===== src/rtl/contador_pkg.sv =====
// Shared types for the parameterised up/down counter.
//   mode_t  : count behaviour at the terminal value (wrap, saturate, one-shot)
//   state_t : counter control state (counting, or parked after a one-shot)
package contador_pkg;

    typedef enum logic [1:0] {
        MODE_WRAP    = 2'b00,
        MODE_SAT     = 2'b01,
        MODE_ONESHOT = 2'b10
    } mode_t;

    typedef enum logic {
        COUNT = 1'b0,
        DONE  = 1'b1
    } state_t;

endpackage : contador_pkg


===== src/rtl/contador_param.sv =====
// Parameterised up/down counter with wrap, saturate and one-shot modes.
// Ports:
//   clk, rst  : clock, asynchronous active-high reset
//   clr       : synchronous clear (q, ovf, state)
//   load      : synchronous load of load_val (clamped to MAX)
//   en, up    : count enable and direction (1 = increment)
//   mode      : behaviour at the terminal value
//   q         : registered count, never above MAX
//   tc        : combinational strobe, high in the cycle before a terminal edge
//   ovf       : registered sticky overflow/underflow flag
//   done      : registered one-shot completion flag (state == DONE)
module contador_param
    import contador_pkg::*;
#(
    parameter int unsigned WIDTH = 8,
    parameter int unsigned MAX   = (2 ** WIDTH) - 1
) (
    input  logic             clk,
    input  logic             rst,
    input  logic             clr,
    input  logic             load,
    input  logic [WIDTH-1:0] load_val,
    input  logic             en,
    input  logic             up,
    input  mode_t            mode,
    output logic [WIDTH-1:0] q,
    output logic             tc,
    output logic             ovf,
    output logic             done
);

    localparam logic [WIDTH-1:0] MAX_Q = WIDTH'(MAX);

    state_t           state, state_nxt;
    logic [WIDTH-1:0] q_nxt;
    logic             ovf_nxt;
    logic             terminal;

    // Terminal case depends only on direction and the current count.
    assign terminal = up ? (q == MAX_Q) : (q == '0);

    assign tc   = en & ~clr & ~load & (state == COUNT) & terminal;
    assign done = (state == DONE);

    // Next-state logic: clr > load > en, at most one action per edge.
    always_comb begin
        q_nxt     = q;
        ovf_nxt   = ovf;
        state_nxt = state;
        if (clr) begin
            q_nxt     = '0;
            ovf_nxt   = 1'b0;
            state_nxt = COUNT;
        end else if (load) begin
            q_nxt     = (load_val > MAX_Q) ? MAX_Q : load_val;
            state_nxt = COUNT;
        end else if (en && (state == COUNT)) begin
            if (!terminal) begin
                q_nxt = up ? (q + WIDTH'(1)) : (q - WIDTH'(1));
            end else begin
                case (mode)
                    MODE_SAT: begin
                        ovf_nxt = 1'b1;
                    end
                    MODE_ONESHOT: begin
                        state_nxt = DONE;
                    end
                    // MODE_WRAP and the reserved encoding both wrap.
                    default: begin
                        q_nxt   = up ? '0 : MAX_Q;
                        ovf_nxt = 1'b1;
                    end
                endcase
            end
        end
    end

    // State register.
    always_ff @(posedge clk or posedge rst) begin
        if (rst) begin
            q     <= '0;
            ovf   <= 1'b0;
            state <= COUNT;
        end else begin
            q     <= q_nxt;
            ovf   <= ovf_nxt;
            state <= state_nxt;
        end
    end

endmodule : contador_param


===== config.mk =====
export PLATFORM = sky130hd
export DESIGN_NAME = contador_param
export DESIGN_NICKNAME = d
export VERILOG_FILES = /design/src/rtl/contador_pkg.sv /design/src/rtl/contador_param.sv
export SDC_FILE = /design/constraint.sdc
export NUM_CORES = 1
export LEC_CHECK = 0
export CORE_UTILIZATION = 46
export DETAILED_ROUTE_END_ITERATION = 16
export GPL_TIMING_DRIVEN = 0
export PLACE_DENSITY = 0.85
export SKIP_LAST_GASP = 1
export SLEW_MARGIN = 20
export SYNTH_ARGS = -nofsm -noshare
export SYNTH_HDL_FRONTEND = slang
export SYNTH_SLANG_ARGS = --single-unit

===== constraint.sdc =====
create_clock -name clk -period 2 [get_ports clk]
set_input_delay 0.4 -clock clk [delete_from_list [all_inputs] [get_ports clk]]
set_output_delay 0.4 -clock clk [all_outputs]
set_load 0.1 [all_outputs]

=== After elaboration in Yosys (flattened, before gate mapping) ===
Index checks and enable logic that the tools add are counted.

* Register bits: 10
* Latch bits: 0
* RAM bits: 0
* Memory bits (read-only): 0
* Input port bits: 16
* Output and inout port bits: 11
* Logic and storage cells: 49
* Memories: 0

* Add/subtract/negate cells: 2
* Multiply operators: 0
* Divide/modulo/power cells: 0
* Order comparisons: 1
* Equality and inequality tests: 6
* Shift operators: 0
* Multiplexer cells: 19
* Bitwise operators: 7
* Reduce and logical (&&, ||, !) cells: 11

{| class="wikitable"
|+ Operator list
! operator !! count
|-
| 8-bit two-way mux || 8
|-
| 1-bit two-way mux || 11
|-
| 3-bit nonzero test || 3
|-
| 8-bit by 1-bit adder with 8-bit output (second input constant) || 1
|-
| 8-bit equality test (second input constant) || 1
|-
| 8-bit > comparator (second input constant) || 1
|-
| 8-bit logical NOT || 1
|-
| 8-bit by 1-bit subtractor with 8-bit output (second input constant) || 1
|-
| 1-bit AND || 4
|-
| 2-bit != test (second input constant) || 2
|-
| 4-bit != test (second input constant) || 1
|-
| 4-bit AND reduction || 1
|-
| 2-bit nonzero test || 2
|-
| 1-bit inverter || 3
|-
| 3-bit AND reduction || 1
|-
| 2-bit by 1-bit equality test with 1-bit output (second input constant) || 1
|-
| 2-bit equality test (second input constant) || 1
|-
| 2-bit AND reduction || 1
|-
| 2-bit OR reduction || 1
|-
| 1-bit logical AND || 1
|}

=== Longest topological paths before layout ===
Gate-level depths: netlist of run 1.

* Depth after elaboration: 7
* Depth in mapped cells: 8
* Gate-level depth less buffers: 7

=== Worst setup path before layout of run 1 ===
OpenSTA, ideal clock, no wires.

* Path kind: flip-flop to output port
* Start: reg q[0]
* End: out tc
* Arrival time: 3.713 ns
* Path slack: -2.113 ns
* Stages on the path, launching flop included: 5
* Buffers on the path: 0
* Path through: dfrtp_1 nand4_1 nor3_2 nor2_1 nor3_1

* Longest elaborated chain between the ends: 3

{| class="wikitable"
|+ RTL lines
! what !! line !! RTL
|-
| start: declaration || contador_param.sv:26 || <nowiki>output logic [WIDTH-1:0] q,</nowiki>
|-
| start signal: assignment || contador_param.sv:85 || <nowiki>q <= q_nxt;</nowiki>
|-
| 8-bit equality test or 8-bit logical NOT (tied branches) || contador_param.sv:40 || <nowiki>assign terminal = up ? (q == MAX_Q) : (q == '0);</nowiki>
|-
| 1-bit two-way mux (*) || contador_param.sv:40 ||
|-
| 1-bit AND (*) || contador_param.sv:42 || <nowiki>assign tc = en & ~clr & ~load & (state == COUNT) & terminal;</nowiki>
|-
| end: declaration || contador_param.sv:27 || <nowiki>output logic tc,</nowiki>
|}

Every way passes the cells marked *; elsewhere a longest branch is shown, timed or not.

=== Final worst setup path of run 1 ===
* Start: reg q[1]
* End: out tc

The elaborated chain is that of the path after synthesis.

==> impl_metrics.env, run 1 <==
export IMPL_powerDensity_mw_per_mm2=766
export IMPL_antenna_found_initial=0
export IMPL_ys_warn_count=0
export IMPL_syn_cell_area_um2=918
export IMPL_status="finished with violations"
export IMPL_clk_pin_slew_ns=0.06
export IMPL_rsz0062_at_grt="true"
export IMPL_worst_path_max_fanout=5
export IMPL_max_slew_margin_pct=36.3
export IMPL_final_setup_worst_slack_ns=-0.172
export IMPL_grtUsageTotal_pct=30.7
export IMPL_vias_per_cell=6.62
export IMPL_whs_ns=0.411
export IMPL_synth_seq_cells=10
export IMPL_setup_tns_ns=-0.172
export IMPL_routed_wl_um=3310
export IMPL_dieArea_mm2=0.00218
export IMPL_tightest_slew_ns=0.959
export IMPL_setup_viol=1
export IMPL_cp_end_kind="output pin"
export IMPL_crit_chain="nor4_4, and3_4, nor2_4, nor3_4, buf_12"
export IMPL_ir_worst_vdd_mv=0.587
export IMPL_hold_class="primary input to async pin"
export IMPL_h_tree_depth=1
export IMPL_cts_sinks=10
export IMPL_ys_seq_area_share_pct=27.2
export IMPL_clkLatencyLatePin_ns=0.27
export IMPL_grt_pass1_wl_um=4450
export IMPL_grt_pass1_vias=976
export IMPL_grt_ovfl_total=0
export IMPL_hold_viol_final=0
export IMPL_crit_slowest_cell="dfrtp_4"
export IMPL_synth_nets=132
export IMPL_final_area_mm2=0.00143
export IMPL_drive_gt1_share_pct=32.4
export IMPL_grt_max_degree=11
export IMPL_cts_tree="built"
export IMPL_fin_nets=174
export IMPL_postCtsHoldBufs=0
export IMPL_root_buffer="clkbuf_4"
export IMPL_top_level_ports=27
export IMPL_critPathRequiredTime_ns=1.60
export IMPL_die_x_um=46.7
export IMPL_areaGrowthSynthToFinish_pct=56.1
export IMPL_synthArstFlopShare_pct=100
export IMPL_cts_buffers_inserted=3
export IMPL_max_cap_violations=0
export IMPL_slowest_delay_ns=0.51
export IMPL_layout_commonest_cell="clkdlybuf4s50_1"
export IMPL_critical_path_class="register to output pin"
export IMPL_clockBufferDepth=2
export IMPL_antenna_cells=0
export IMPL_dr_pass1_iters=4
export IMPL_syn_inst=108
export IMPL_routedWlPerCell_um=19.2
export IMPL_drc=0
export IMPL_crit_arrival_ns=1.77
export IMPL_synthFlopType="dfrtp_1"
export IMPL_fmax_ghz=0.460
export IMPL_violations="negative setup slack"
export IMPL_synth_edf_count=0
export IMPL_num_rows=15
export IMPL_fin_crit_sh_pct=109
export IMPL_gp_congestion=0.835
export IMPL_start_kind="register"
export IMPL_fp_coreArea_mm2=0.00180
export IMPL_ant_nets=0
export IMPL_syn_area_per_cell_um2=8.50
export IMPL_port_buffers=26
export IMPL_dpl_cell_area_mm2=0.00127
export IMPL_initial_utilization_pct=51.0
export IMPL_synthDistinctLibCells=39
export IMPL_hpwl_um=2100
export IMPL_drt_first_iter_violations=54
export IMPL_fin_skew_ns=0.000590
export IMPL_die_h_um=46.7
export IMPL_rr_worst_depth=6
export IMPL_p_leak_nw=0.645
export IMPL_layout_common_cells="clkdlybuf4s50_1 (12), buf_4 (11), nor2_1 (8), a21oi_1 (8), dfrtp_4 (8)"
export IMPL_drv_slew=0
export IMPL_vias=1146
export IMPL_period_needed_ns=2.17
## worst max-delay path: cells and delay by family, from the launching register on
family / cells / cell delay [ns]
and+or+nand+nor: 4 / 0.79
DFF: 1 / 0.51
buffers and inverters: 1 / 0.20
## stage by stage
stage	setup WS (ns)	cells	total power (W)	utilization, %
final	-0.172	173	0.00110	79.6
after global routing	-0.217	173	0.00115	79.6
after global placement	-1.39	159	0.000849	70.3
after floorplan	-0.427	108	0.000713	-
after detailed placement	-1.44	159	0.000869	70.3
after CTS	-0.256	166	0.00103	74.9
## kinds of logic (layout without fill, tap and decap cells)
group | after synthesis | in the layout | share of synthesized area, %
and+or+nand+nor | 39 | 39 | 23.8
AOI/OAI and AO/OA | 36 | 36 | 26.7
DFF | 10 | 10 | 27.2
buffers and inverters | 9 | 49 | 4.63
adders and majority gates | 8 | 8 | 11.7
xor gates and xnor gates | 5 | 5 | 4.77
muxes | 1 | 1 | 1.09
## path summary, 6_finish.rpt
kind                             startpoint          endpoint  slack [ns]
setup / recovery           q[1]$_DFFE_PP0P_                tc       -0.17
hold / removal                          rst  done$_DFFE_PP0P_        0.41
setup reg to reg           q[6]$_DFFE_PP0P_  q[3]$_DFFE_PP0P_        0.01
hold reg to reg             ovf$_DFFE_PP0P_   ovf$_DFFE_PP0P_        0.50
max in group asynchronous               rst  q[5]$_DFFE_PP0P_        1.26
min in group clk            ovf$_DFFE_PP0P_   ovf$_DFFE_PP0P_        0.50
## where the power goes
group          switching [W]  internal (W)  total [W]
clock              0.0000734     0.0000699   0.000143
sequential         0.0000535      0.000245   0.000298
combinational       0.000429      0.000229   0.000657
## area by class of cell
class / instances / area, um2
Sequential cell: 10 / 280
Buffer: 2 / 16.3
Inverter: 6 / 22.5
Multi-Input combinational cell: 89 / 727
Tap cell: 25 / 31.3
Fill cell: 122 / 368
Timing Repair Buffer: 38 / 334
Clock buffer: 3 / 22.5
## per-layer routing
layer	vias up	track usage [%]	routed length [um]
met1	539	33.3	1240
met2	96	54.7	1620
met5	-	0	0
li1	490	-	-
met4	0	12.6	127
met3	21	9.02	326
## cells in the mapped netlist, types with 2 or more instances
| master | count | share of area [%] |
|---|---|---|
| a2111oi_0 | 2 | 1.9 |
| xnor2_1 | 2 | 1.9 |
| a221o_1 | 2 | 2.2 |
| dfrtp_1 | 10 | 27 |
| nor3_1 | 5 | 2.7 |
| a31oi_1 | 2 | 1.4 |
| nor2b_1 | 3 | 2.0 |
| nand2_1 | 5 | 2.0 |
| a21o_1 | 3 | 2.5 |
| nand4_1 | 2 | 1.4 |
| inv_1 | 6 | 2.5 |
| xor2_1 | 3 | 2.9 |
| a22o_1 | 2 | 1.9 |
| o21ai_0 | 4 | 2.2 |
| nand2b_1 | 4 | 2.7 |
| a221oi_1 | 2 | 1.9 |
| a211oi_1 | 2 | 1.6 |
| nor2_1 | 9 | 3.7 |
| o211ai_1 | 3 | 2.5 |
| ha_1 | 7 | 9.5 |
| nand3_1 | 2 | 1.1 |
| a21oi_1 | 11 | 6.0 |
## flip-flops by register name, summed over array words and instances, names as in the netlist
| register | cells |
|---|---|
| q | 8 |
| done | 1 |
| ovf | 1 |
## timing repair
action | CTS | global route
setup buffers | 4 | 7
gates cloned | 0 | 1
gates resized for setup | 34 | 21
pin swaps | 5 | 8
endpoints found under the setup margin | 19 | 14
No activity file was read; power rests on OpenSTA's default activity.
==> inputs of run 2 (changes only) <==
SKIP_LAST_GASP = not set   (was 1)
==> run 2 against run 1 <==
  * The flow still finishes with violations (negative setup slack)
  * Sequential cell count unchanged
  * Register-to-register slack got worse by 0.02 ns
  * Maximum frequency increased by 1.6%
  * Clock skew increased by 0.0017 ns
  * Die area unchanged
  * Global-route usage increased by 0.16 points
  * First-iteration DRC count decreased by 35%
  * Largest power group unchanged
  * Highest routed layer unchanged
==> impl_metrics.env, run 2 (synthesis gave the netlist of run 1 again) <==
export IMPL_dieArea_mm2=0.00218
export IMPL_fill_cells=118
export IMPL_slowest_delay_ns=0.51
export IMPL_layout_commonest_cell="clkdlybuf4s50_1"
export IMPL_setup_tns_ns=-0.343
export IMPL_rsz0062_at_grt="true"
export IMPL_tightest_slew_ns=0.958
export IMPL_top_register="q"
export IMPL_gp_congestion=0.835
export IMPL_critical_path_class="register to output pin"
export IMPL_hold_class="primary input to async pin"
export IMPL_hold_viol_final=0
export IMPL_drt_first_iter_violations=35
export IMPL_hpwl_um=2100
export IMPL_max_cap_violations=0
export IMPL_crit_chain="nor4_4, and3_4, nor2_4, nor3_4, buf_12"
export IMPL_die_x_um=46.7
export IMPL_initial_utilization_pct=51.0
export IMPL_cts_tree="built"
export IMPL_cts_sinks=10
export IMPL_final_area_mm2=0.00142
export IMPL_clockBufferDepth=2
export IMPL_fp_coreArea_mm2=0.00180
export IMPL_worstReg2RegStart="q[6]$_DFFE_PP0P_"
export IMPL_antenna_cells=0
export IMPL_rr_worst_depth=7
export IMPL_r2r_end="q[7]$_DFFE_PP0P_"
export IMPL_grt_ovfl_total=0
export IMPL_dr_pass1_iters=4
export IMPL_cts_buffers_inserted=3
export IMPL_crit_slowest_cell="dfrtp_4"
export IMPL_clk_pin_slew_ns=0.06
export IMPL_grt_max_degree=11
export IMPL_h_tree_depth=1
export IMPL_p_leak_nw=0.639
export IMPL_critPathRequiredTime_ns=1.60
export IMPL_ir_worst_vdd_mv=0.561
export IMPL_top_level_ports=27
export IMPL_violations="negative setup slack"
export IMPL_drv_slew=0
export IMPL_drc=0
export IMPL_final_setup_worst_slack_ns=-0.138
export IMPL_worst_path_max_fanout=5
export IMPL_final_cell_count_no_fill=172
export IMPL_root_buffer="clkbuf_4"
export IMPL_start_kind="register"
export IMPL_vias=1104
export IMPL_die_h_um=46.7
export IMPL_drive_gt1_share_pct=31.3
export IMPL_port_buffers=26
export IMPL_routed_wl_um=3310
export IMPL_setup_viol=6
export IMPL_fmax_ghz=0.468
export IMPL_clkLatencyLatePin_ns=0.27
export IMPL_largest_reg_flops=8
export IMPL_ant_nets=0
export IMPL_fin_crit_sh_pct=107
export IMPL_crit_arrival_ns=1.74
export IMPL_powerDensity_mw_per_mm2=762
export IMPL_num_rows=15
export IMPL_antenna_found_initial=0
export IMPL_fin_skew_ns=0.00232
export IMPL_critPathLaunch="q[1]$_DFFE_PP0P_"
export IMPL_dpl_cell_area_mm2=0.00127
export IMPL_grt_pass1_vias=976
export IMPL_status="finished with violations"
export IMPL_dp_cells=159
export IMPL_fin_nets=173
export IMPL_layout_common_cells="clkdlybuf4s50_1 (12), buf_4 (10), a21oi_1 (9)"
export IMPL_r2r_slack_ns=-0.01
export IMPL_max_slew_margin_pct=36.4
export IMPL_cp_end_kind="output pin"
export IMPL_period_needed_ns=2.14
export IMPL_areaGrowthSynthToFinish_pct=54.9
export IMPL_grtUsageTotal_pct=30.8
export IMPL_routedWlPerCell_um=19.2
export IMPL_critPathCapture="tc"
export IMPL_grt_pass1_wl_um=4480
export IMPL_vias_per_cell=6.42
run 2: layout make-up:
class / count / area, um2 / share of cell area, %
tap: 25 / 31.3 / 2.20
multi-input combinational: 89 / 723 / 50.8
buffer: 2 / 16.3 / 1.14
inverter: 6 / 22.5 / 1.58
sequential: 10 / 280 / 19.7
timing repair buffer: 37 / 327 / 23.0
clock buffer: 3 / 22.5 / 1.58
run 2: layer usage:
metal / GRT usage (%) / wire [um] / vias to the layer above
met2: 55.0 / 1720 / 67
met5: 0 / 0 / -
met3: 9.02 / 309 / 13
met1: 32.8 / 1190 / 532
li1: - / - / 492
met4: 14.3 / 89 / 0
run 2: worst min path at each step:
stage | from | endpoint | slack, ns | depth (start not counted)
floorplan | rst | done$_DFFE_PP0P_ | 0.24 | 1
global placement | ovf$_DFFE_PP0P_ | ovf$_DFFE_PP0P_ | 0.48 | 2
detailed placement | ovf$_DFFE_PP0P_ | ovf$_DFFE_PP0P_ | 0.49 | 2
CTS | rst | done$_DFFE_PP0P_ | 0.42 | 2
global route | rst | q[2]$_DFFE_PP0P_ | 0.45 | 2
finish | rst | q[2]$_DFFE_PP0P_ | 0.41 | 2
run 2: metrics by stage:
stage                     total power [W]  utilization, %  worst slack (ns)  hold slack, ns
after floorplan                  0.000713               -            -0.427           0.240
after CTS                         0.00103            75.2            -0.250           0.420
after detailed placement         0.000869            70.3             -1.44           0.486
after global placement           0.000849            70.3             -1.39           0.477
after global routing              0.00114            79.0            -0.178           0.451
final                             0.00108            79.0            -0.138           0.411
run 2: power by group:
part / switching, W / internal, W / leakage (nW)
clock network: 0.0000719 / 0.0000698 / 0.0138
registers: 0.0000543 / 0.000245 / 0.119
logic: 0.000420 / 0.000223 / 0.507
run 2: critical path: cells and delay by family (launching register included):
family / cells / cell delay (ns)
buf+inv: 1 / 0.20
simple gates: 4 / 0.74
flops: 1 / 0.51
run 2: timing repair:
| item | 4_1_cts | 5_1_grt |
|---|---|---|
| hold buffers | 0 | 0 |
| buffers inserted | 4 | 6 |
| gates cloned | 0 | 1 |
| setup endpoints to repair | 19 | 13 |
| pin swaps | 5 | 9 |
| gates resized for setup | 35 | 19 |
==> inputs of run 3 (changes only) <==
CAP_MARGIN = 10   (was not set)
MAX_ROUTING_LAYER = met4   (was not set)
==> run 3 against run 2 <==
  * The run still ends with negative setup slack left
  * First-iteration DRC count up 23%
  * Worst hold slack got worse by 0.0039 ns
  * Sequential cell count did not move
  * Via count fell by 1.0%
  * Clock power hardly changed
  * Critical endpoint unchanged
  * Largest power group unchanged
==> impl_metrics.env, run 3 (synthesis gave the netlist of run 1 again) <==
export IMPL_setup_viol=6
export IMPL_vias_per_cell=6.35
export IMPL_hpwl_um=2100
export IMPL_drc=0
export IMPL_top_register="q"
export IMPL_routed_wl_um=3350
export IMPL_grt_max_degree=11
export IMPL_fmax_ghz=0.465
export IMPL_die_h_um=46.7
export IMPL_gp_congestion=0.848
export IMPL_grtUsageTotal_pct=31.7
export IMPL_max_slew_margin_pct=36.4
export IMPL_powerDensity_mw_per_mm2=765
export IMPL_die_x_um=46.7
export IMPL_layout_common_cells="clkdlybuf4s50_1 (12), buf_4 (10), a21oi_1 (9)"
export IMPL_critPathLaunch="q[6]$_DFFE_PP0P_"
export IMPL_clkLatencyLatePin_ns=0.28
export IMPL_port_buffers=26
export IMPL_dp_cells=159
export IMPL_cp_end_kind="output pin"
export IMPL_dr_pass1_iters=4
export IMPL_final_cell_count_no_fill=172
export IMPL_critPathRequiredTime_ns=1.60
export IMPL_antenna_cells=0
export IMPL_dpl_cell_area_mm2=0.00127
export IMPL_r2r_end="q[7]$_DFFE_PP0P_"
export IMPL_final_setup_worst_slack_ns=-0.150
export IMPL_initial_utilization_pct=51.0
export IMPL_hold_viol_final=0
export IMPL_routedWlPerCell_um=19.5
export IMPL_violations="negative setup slack"
export IMPL_ir_worst_vdd_mv=0.562
export IMPL_clockBufferDepth=2
export IMPL_fin_skew_ns=0.00180
export IMPL_areaGrowthSynthToFinish_pct=54.9
export IMPL_critical_path_class="register to output pin"
export IMPL_r2r_slack_ns=-0.04
export IMPL_drv_slew=0
export IMPL_fin_crit_sh_pct=107
export IMPL_cts_buffers_inserted=3
export IMPL_cts_sinks=10
export IMPL_largest_reg_flops=8
export IMPL_hold_class="primary input to async pin"
export IMPL_antenna_found_initial=0
export IMPL_root_buffer="clkbuf_4"
export IMPL_period_needed_ns=2.15
export IMPL_status="finished with violations"
export IMPL_rr_worst_depth=7
export IMPL_clk_pin_slew_ns=0.06
export IMPL_ant_nets=0
export IMPL_p_leak_nw=0.639
export IMPL_grt_ovfl_total=0
export IMPL_grt_pass1_wl_um=4480
export IMPL_critPathCapture="tc"
export IMPL_cts_tree="built"
export IMPL_grt_pass1_vias=977
export IMPL_worst_path_max_fanout=5
export IMPL_top_level_ports=27
export IMPL_max_cap_violations=0
export IMPL_worstReg2RegStart="q[6]$_DFFE_PP0P_"
export IMPL_num_rows=15
export IMPL_final_area_mm2=0.00142
export IMPL_fin_nets=173
export IMPL_crit_arrival_ns=1.75
export IMPL_drive_gt1_share_pct=31.3
export IMPL_start_kind="register"
export IMPL_utilization_pct=79.0
export IMPL_rsz0062_at_grt="true"
export IMPL_h_tree_depth=1
export IMPL_drt_first_iter_violations=43
export IMPL_fp_coreArea_mm2=0.00180
export IMPL_layout_commonest_cell="clkdlybuf4s50_1"
export IMPL_dieArea_mm2=0.00218
export IMPL_tightest_slew_ns=0.958
export IMPL_vias=1093
==> run 3: cell counts in the layout (fill, tap and decap cells not counted) <==
No cell type changed its count.
==> run 3: per-stage QoR <==
step           power, W  hold slack, ns  setup slack, ns  setup TNS (ns)
3_3_place_gp   0.000849           0.477            -1.39           -5.24
2_1_floorplan  0.000713           0.240           -0.427          -0.628
6_report        0.00109           0.407           -0.150          -0.350
3_5_place_dp   0.000869           0.486            -1.44           -6.04
5_1_grt         0.00114           0.451           -0.178          -0.540
4_1_cts         0.00103           0.420           -0.250          -0.250
==> run 3: how the worst min path moves through the flow <==
| stage | slack, ns | cells after the start | to |
|---|---|---|---|
| final | 0.41 | 2 | q[2]$_DFFE_PP0P_ |
| after global routing | 0.45 | 2 | q[2]$_DFFE_PP0P_ |
| after CTS | 0.42 | 2 | done$_DFFE_PP0P_ |
| after detailed placement | 0.49 | 2 | ovf$_DFFE_PP0P_ |
| after global placement | 0.48 | 2 | ovf$_DFFE_PP0P_ |
| after floorplan | 0.24 | 1 | done$_DFFE_PP0P_ |
==> run 3: worst max-delay path: stages (launching register included) <==
cell and delay (ns):
dfrtp_4 0.47, nand4_1 0.22, nor3_4 0.34, nor2_4 0.08, nor3_4 0.16, buf_12 0.20
==> run 3: power by group <==
group	total, W	internal [W]	switching [W]
clock network	0.000144	0.0000700	0.0000745
logic	0.000644	0.000224	0.000420
registers	0.000299	0.000245	0.0000544
total	0.00109	0.000539	0.000549
==> run 3: routing by layer <==
metal | wire length [um] | GRT usage (%)
met5 | 0 | -
met4 | 79 | 14.3
met3 | 269 | 8.63
met2 | 1720 | 55.0
met1 | 1280 | 33.0
==> run 3: what timing repair did <==
item | in CTS | in global routing
setup endpoints to repair | 19 | 13
hold buffers | 0 | 0
buffers inserted | 4 | 6
pin swaps | 5 | 9
gates resized for setup | 35 | 19
cloned | 0 | 1
==> run 3: layout make-up <==
class	instances	area, um2
inverter	6	22.5
tap	25	31.3
timing repair buffer	37	327
multi-input combinational	89	723
fill	118	379
clock buffer	3	22.5
buffer	2	16.3
sequential	10	280
